`src/rtl/sienna_seq_pkg.sv`:
```
// sienna_seq_pkg: shared types for the SIENNA four-stage sequencer.
// Optional per-stage latency outputs are enabled by SIENNA_SEQ_PERF_EN.
package sienna_seq_pkg;

  localparam int SEQ_STAGES = 4;
  localparam int STG_W      = 2;

  typedef logic [STG_W-1:0] stage_idx_t;

  typedef enum logic [2:0] {
    IDLE,
    SELECT,
    LAUNCH,
    WAIT,
    FINISH,
    ERROR
  } seq_state_e;

  typedef enum logic [1:0] {
    NONE     = 2'b00,
    TIMEOUT  = 2'b01,
    ABORT    = 2'b10,
    SPURIOUS = 2'b11
  } err_code_e;

  localparam stage_idx_t STG_SYSTOLIC = 2'd0;
  localparam stage_idx_t STG_GPNAE    = 2'd1;
  localparam stage_idx_t STG_MAXPOOL  = 2'd2;
  localparam stage_idx_t STG_DROPOUT  = 2'd3;

  function automatic logic [SEQ_STAGES-1:0] stage_onehot(
    input stage_idx_t idx
  );
    logic [SEQ_STAGES-1:0] v;
    v = '0;
    v[idx] = 1'b1;
    return v;
  endfunction

endpackage

```
`src/rtl/sienna_seq_watchdog.sv`:
```
// sienna_seq_watchdog: clearable per-stage cycle counter that flags
// expiry on the cycle a stage has been waited on TIMEOUT_CYCLES times.
module sienna_seq_watchdog
  import sienna_seq_pkg::*;
#(
  parameter int                   TIMEOUT_W      = 24,
  parameter logic [TIMEOUT_W-1:0] TIMEOUT_CYCLES = 24'd1_000_000
) (
  input  logic clk_i,
  input  logic rst_i,
  input  logic clr_i,
  input  logic en_i,
  output logic expired_o
);

  logic [TIMEOUT_W-1:0] cnt_q;
  logic [TIMEOUT_W-1:0] cnt_d;

  always_comb begin
    cnt_d = cnt_q;
    if (clr_i) begin
      cnt_d = '0;
    end else if (en_i && (cnt_q != '1)) begin
      cnt_d = cnt_q + TIMEOUT_W'(1);
    end
  end

  always_ff @(posedge clk_i or posedge rst_i) begin
    if (rst_i) begin
      cnt_q <= '0;
    end else begin
      cnt_q <= cnt_d;
    end
  end

  // cnt_q holds completed wait cycles, so this fires on the last allowed one
  assign expired_o = en_i &&
    (cnt_q >= (TIMEOUT_CYCLES - TIMEOUT_W'(1)));

endmodule

```
`src/rtl/sienna_pipeline_sequencer.sv`:
```
// sienna_pipeline_sequencer: walks the enabled SIENNA stages in order.
// Define SIENNA_SEQ_PERF_EN to add stage_cycles_o latency reporting.
module sienna_pipeline_sequencer
  import sienna_seq_pkg::*;
#(
  parameter int                   NUM_STAGES     = SEQ_STAGES,
  parameter int                   TIMEOUT_W      = 24,
  parameter logic [TIMEOUT_W-1:0] TIMEOUT_CYCLES = 24'd1_000_000,
  parameter int                   CNT_W          = 32
) (
  input  logic                    clk_i,
  input  logic                    rst_i,
  input  logic                    start_i,
  input  logic                    abort_i,
  input  logic [NUM_STAGES-1:0]   stage_en_i,
  input  logic [NUM_STAGES-1:0]   stage_done_i,
  output logic [NUM_STAGES-1:0]   stage_start_o,
  output logic                    busy_o,
  output logic                    done_o,
  output logic                    error_o,
  output logic [1:0]              err_code_o,
  output logic [1:0]              err_stage_o,
  output logic [1:0]              cur_stage_o,
`ifdef SIENNA_SEQ_PERF_EN
  output logic [NUM_STAGES*CNT_W-1:0] stage_cycles_o,
`endif
  output logic [CNT_W-1:0]        run_cycles_o
);

  localparam int PTR_W = $clog2(NUM_STAGES + 1);

  seq_state_e            state_q, state_d;
  logic [NUM_STAGES-1:0] mask_q, mask_d;
  logic [PTR_W-1:0]      ptr_q, ptr_d;
  stage_idx_t            idx_q, idx_d;
  logic                  err_q, err_d;
  err_code_e             code_q, code_d;
  stage_idx_t            estg_q, estg_d;
  logic [CNT_W-1:0]      run_q, run_d;

  logic                  wd_clr;
  logic                  wd_en;
  logic                  wd_exp;
  logic                  found;
  stage_idx_t            nxt;
  logic [NUM_STAGES-1:0] exp_mask;
  logic                  active;
  logic                  spurious;
  logic                  hit;
  logic                  stage_ok;

  sienna_seq_watchdog #(
    .TIMEOUT_W      (TIMEOUT_W),
    .TIMEOUT_CYCLES (TIMEOUT_CYCLES)
  ) u_wd (
    .clk_i     (clk_i),
    .rst_i     (rst_i),
    .clr_i     (wd_clr),
    .en_i      (wd_en),
    .expired_o (wd_exp)
  );

  // lowest enabled stage at or above the resume pointer
  always_comb begin
    found = 1'b0;
    nxt   = '0;
    for (int i = NUM_STAGES - 1; i >= 0; i--) begin
      if (mask_q[i] && (PTR_W'(i) >= ptr_q)) begin
        found = 1'b1;
        nxt   = stage_idx_t'(i);
      end
    end
  end

  always_comb begin
    exp_mask = '0;
    if ((state_q == LAUNCH) || (state_q == WAIT)) begin
      exp_mask = NUM_STAGES'(stage_onehot(idx_q));
    end
  end

  assign active = (state_q == SELECT) || (state_q == LAUNCH) ||
                  (state_q == WAIT)   || (state_q == FINISH);
  assign spurious = active && |(stage_done_i & ~exp_mask);
  assign hit = (state_q == WAIT) && |(stage_done_i & exp_mask);

  always_comb begin
    state_d  = state_q;
    mask_d   = mask_q;
    ptr_d    = ptr_q;
    idx_d    = idx_q;
    err_d    = err_q;
    code_d   = code_q;
    estg_d   = estg_q;
    run_d    = run_q;
    wd_clr   = 1'b0;
    wd_en    = 1'b0;
    stage_ok = 1'b0;

    if ((state_q != IDLE) && (run_q != '1)) begin
      run_d = run_q + CNT_W'(1);
    end

    unique case (state_q)
      IDLE: begin
        if (start_i) begin
          mask_d  = stage_en_i;
          ptr_d   = '0;
          err_d   = 1'b0;
          code_d  = NONE;
          estg_d  = '0;
          run_d   = '0;
          state_d = SELECT;
        end
      end
      SELECT: begin
        if (found) begin
          idx_d   = nxt;
          state_d = LAUNCH;
        end else begin
          state_d = FINISH;
        end
      end
      LAUNCH: begin
        wd_clr  = 1'b1;
        state_d = WAIT;
      end
      WAIT: begin
        wd_en = 1'b1;
        if (hit) begin
          stage_ok = 1'b1;
          ptr_d    = PTR_W'(idx_q) + PTR_W'(1);
          state_d  = SELECT;
        end else if (wd_exp) begin
          err_d   = 1'b1;
          code_d  = TIMEOUT;
          estg_d  = idx_q;
          state_d = ERROR;
        end
      end
      FINISH: begin
        state_d = IDLE;
      end
      ERROR: begin
        state_d = IDLE;
      end
      default: begin
        state_d = IDLE;
      end
    endcase

    // abort outranks a stray done, which outranks done/timeout
    if (active && (abort_i || spurious)) begin
      stage_ok = 1'b0;
      ptr_d    = ptr_q;
      err_d    = 1'b1;
      code_d   = abort_i ? ABORT : SPURIOUS;
      estg_d   = idx_q;
      state_d  = ERROR;
    end
  end

  always_ff @(posedge clk_i or posedge rst_i) begin
    if (rst_i) begin
      state_q <= IDLE;
      mask_q  <= '0;
      ptr_q   <= '0;
      idx_q   <= '0;
      err_q   <= 1'b0;
      code_q  <= NONE;
      estg_q  <= '0;
      run_q   <= '0;
    end else begin
      state_q <= state_d;
      mask_q  <= mask_d;
      ptr_q   <= ptr_d;
      idx_q   <= idx_d;
      err_q   <= err_d;
      code_q  <= code_d;
      estg_q  <= estg_d;
      run_q   <= run_d;
    end
  end

`ifdef SIENNA_SEQ_PERF_EN
  logic [CNT_W-1:0]                 lat_q, lat_d;
  logic [NUM_STAGES-1:0][CNT_W-1:0] perf_q, perf_d;

  always_comb begin
    lat_d  = lat_q;
    perf_d = perf_q;
    if (state_q == LAUNCH) begin
      lat_d = '0;
    end else if ((state_q == WAIT) && (lat_q != '1)) begin
      lat_d = lat_q + CNT_W'(1);
    end
    if ((state_q == IDLE) && start_i) begin
      perf_d = '0;
    end else if (stage_ok) begin
      perf_d[idx_q] = lat_q + CNT_W'(1);
    end
  end

  always_ff @(posedge clk_i or posedge rst_i) begin
    if (rst_i) begin
      lat_q  <= '0;
      perf_q <= '0;
    end else begin
      lat_q  <= lat_d;
      perf_q <= perf_d;
    end
  end

  assign stage_cycles_o = perf_q;
`endif

  assign stage_start_o = (state_q == LAUNCH) ?
    NUM_STAGES'(stage_onehot(idx_q)) : '0;
  assign busy_o       = (state_q != IDLE);
  assign done_o       = (state_q == FINISH);
  assign error_o      = err_q;
  assign err_code_o   = code_q;
  assign err_stage_o  = estg_q;
  assign cur_stage_o  = idx_q;
  assign run_cycles_o = run_q;

endmodule
```
`config.mk`:
```
export PLATFORM = sky130hd
export DESIGN_NAME = sienna_pipeline_sequencer
export DESIGN_NICKNAME = d
export VERILOG_FILES = /design/src/rtl/sienna_seq_pkg.sv /design/src/rtl/sienna_seq_watchdog.sv /design/src/rtl/sienna_pipeline_sequencer.sv
export SDC_FILE = /design/constraint.sdc
export NUM_CORES = 1
export LEC_CHECK = 0
export CORE_MARGIN = 5
export CORE_UTILIZATION = 40
export CTS_CLUSTER_DIAMETER = 40
export DETAILED_ROUTE_END_ITERATION = 16
export GPL_ROUTABILITY_DRIVEN = 1
export PLACE_DENSITY_LB_ADDON = 0.05
export SYNTH_ARGS = -nofsm -noshare
export SYNTH_HDL_FRONTEND = slang
export SYNTH_SLANG_ARGS = --single-unit
```
`constraint.sdc`:
```
create_clock -name clk_i -period 6.6 [get_ports clk_i]
set_clock_uncertainty 0.1 [all_clocks]
set_input_delay 0.99 -clock clk_i [delete_from_list [all_inputs] [get_ports clk_i]]
set_output_delay 0.99 -clock clk_i [all_outputs]
set_load 0.03 [all_outputs]
```
==> flow_summary.ini <==
[detailed_routing]
detail_route.wl_per_cell_um = 16.8
ant_nets = 0
avgViaCountPerCell = 5.88
wl_met1_um = 5650
drt_iter0_drc = 303
drtPass1Iterations = 4
drt-total-wl_um = 11200
dr.max_layer_used = met4
wl_met3_um = 426
drc_errors = 0
dr_total_vias = 3934
wl_met2_um = 4950

[logic_synthesis]
ys_seq_area_share_pct = 42.9
synth_nets = 496
yosysMostFrequentCell = dfrtp_1
synth-edff-count = 0
synth_commonest_cells = dfrtp_1 (73), nand2_1 (49), a21oi_1 (33), o21ai_0 (31), nand3_1 (26)
yosys.area.top_type = dfrtp_1
synth_area_per_cell_um2 = 8.90
synthCells = 478
syn-cell-area_um2 = 4260
ys_types = 59
ys_ff_latch = 73
synth.top_cell.area_share_pct = 42.9
synth_flop_cell = dfrtp_1
yosysWarnings = 0
async_reset_ff_share_pct = 100
synth.area.top_cells = dfrtp_1 (43%), nand2_1 (4.3%), a21oi_1 (3.9%)

[timing]
setup_viol_count_final = 0
final-hold-violation-count = 0
drv_slew = 0
max-slew-margin-rel_pct = 19.8
tightestPinTransition_ns = 1.19
fin_crit_sh_pct = 60.0
setup_tns_ns = 0
finalCriticalPeriod_ns = 3.96
max_freq_mhz = 253
rsz0062_at_grt = false
worst_slack_ns = 2.64

[final_layout]
nets = 546
syn2layout_area_growth_pct = 21.1
fillers = 1015
ff_latch_area_um2 = 1830
multi_input_area_um2 = 2260
layout-drive-gt1-share_pct = 6.00
antenna_cells = 0

[floorplan]
core_area_um2 = 10400
die_area_um2 = 12800
pin_count = 57
initial_utilization_pct = 41.0
fp-row-count = 37
die_h_um = 113
die_w_um = 113

[global_routing]
grt_usage_pct = 17.7
grt_pass1_wl_um = 18600
grt_antenna_before_repair = 0
grt_max_degree = 74
grt-ovfl-total = 0
grt_pass1_vias = 3650

[placed_design]
port_buffers = 56
dp_hpwl_um = 7590
gp_congestion = 0.890
place_ws_ns = 3.02

[clocking]
cts_buffers = 9
cts_resized = 0
clock_sinks = 73
post_cts_buffers = 0
cts_buffer_depth = 2
htreeDepth = 3
ctsHoldBuffers = 0
clk_latency_ns = 0.35
clk_pin_slew_ns = 0.08
root_buffer = clkbuf_8
cts_tree = done

[power_and_ir_drop]
p_leak_nw = 2.00
ir_drop_v = 0.000167
p_total_mw = 1.61
p_per_area_nw_per_um2 = 312

[critical_path]
worstPathArrival_ns = 2.87
worst-path-max-fanout = 16
crit_type = reg -> out
path_buf_inv = 1
end_kind = output port
worst_ep_required_time_ns = 5.51
slowest_delay_ns = 0.89
crit_family = simple AND/OR/NAND/NOR gates
worst_setup_path_start_kind = flip-flop
cp_slowest_cell = nor2_1
cp_cell_sequence = nand2b_1 > nor2_1 > and2_1 > clkdlybuf4s50_1

[run_status]
status = finished, final reports clean

[run]
drv_cap = 0

[min_path]
min_path_type = reg -> reg
-- sequential cells by signal, summed over array words and instances (netlist names) --
register and cells:
mask_q 4, state_q 3, err_code_o 2, err_stage_o 2, error_o 1, u_wd.cnt_q 24
ptr_q 3, cur_stage_o 2, run_cycles_o 32
-- layout make-up --
type	instances	share of cell area, %
Multi-Input combinational cell	365	43.9
Clock buffer	11	2.94
Sequential cell	73	35.4
Inverter	18	1.31
Clock inverter	5	1.50
Tap cell	136	3.30
Timing Repair Buffer	61	11.6
-- per-stage QoR --
stage,cell area (µm²),hold slack [ns],std cells,util (%)
floorplan,4260,0.339,478,-
global placement,4930,0.364,653,47.5
detailed placement,4930,0.370,653,47.5
CTS,5160,0.391,669,49.7
global route,5160,0.428,669,49.7
finish,5160,0.383,669,49.7
-- worst reg2reg max path, cell delays in order, from the launching register on --
cell and delay [ns]:
dfrtp_1 0.43, ha_1 0.22, nand3_1 0.18, or4_1 0.57, nor4_4 0.92, o21ai_0 0.22, a21oi_1 0.18
-- layer usage --
layer	GRT usage [%]	vias up
met5	0	-
met4	6.25	0
met3	2.99	14
met2	26.1	87
met1	26.0	1916
li1	-	1917
-- final timing paths --
check | cells past startpoint | slack (ns) | to | startpoint
worst min-delay path | 2 | 0.38 | mask_q[2]$_DFFE_PP0P_ | mask_q[2]$_DFFE_PP0P_
max in group asynchronous | 3 | 4.65 | cur_stage_o[0]$_DFFE_PP0P_ | rst_i
worst max register to register | 6 | 3.71 | run_cycles_o[13]$_DFF_PP0_ | run_cycles_o[1]$_DFF_PP0_
min in group asynchronous | 3 | 1.16 | u_wd.cnt_q[9]$_DFFE_PP0P_ | rst_i
worst max-delay path | 4 | 2.64 | stage_start_o[0] | state_q[2]$_DFFE_PP0P_
worst min register to register | 2 | 0.38 | mask_q[2]$_DFFE_PP0P_ | mask_q[2]$_DFFE_PP0P_
-- placed cells by master, fill, tap and decap left out, types with 7 or more instances in the layout --
cell             instances
nor2_1                  20
clkbuf_8                11
o21ai_0                 31
a21oi_1                 33
nand4_1                 15
o211ai_1                 8
inv_1                   16
or4_1                   15
nand2b_1                10
or3_1                   20
dfrtp_1                 73
and2_1                   9
nor3_1                   9
and4_1                   7
o31ai_1                 15
mux2i_1                 12
nand2_1                 49
clkdlybuf4s50_1         56
nand3_1                 26
-- where the power goes --
group	leakage, nW	total, mW	switching, mW	internal [mW]
Clock	0.115	0.413	0.181	0.232
Sequential	0.978	0.613	0.0940	0.519
Combinational	0.903	0.585	0.353	0.232
Total	2.00	1.61	0.628	0.983
-- cell families after synthesis --
| family | count (synthesis) | synth area share, % |
|---|---|---|
| adders and majority gates | 6 | 1.76 |
| buffers and inverters | 40 | 3.88 |
| DFF | 73 | 42.9 |
| and+or+nand+nor | 212 | 28.1 |
| AOI/OAI and AO/OA | 133 | 20.1 |
| muxes | 12 | 2.82 |
| xor gates and xnor gates | 2 | 0.412 |
(Power assumes the default switching activity.)
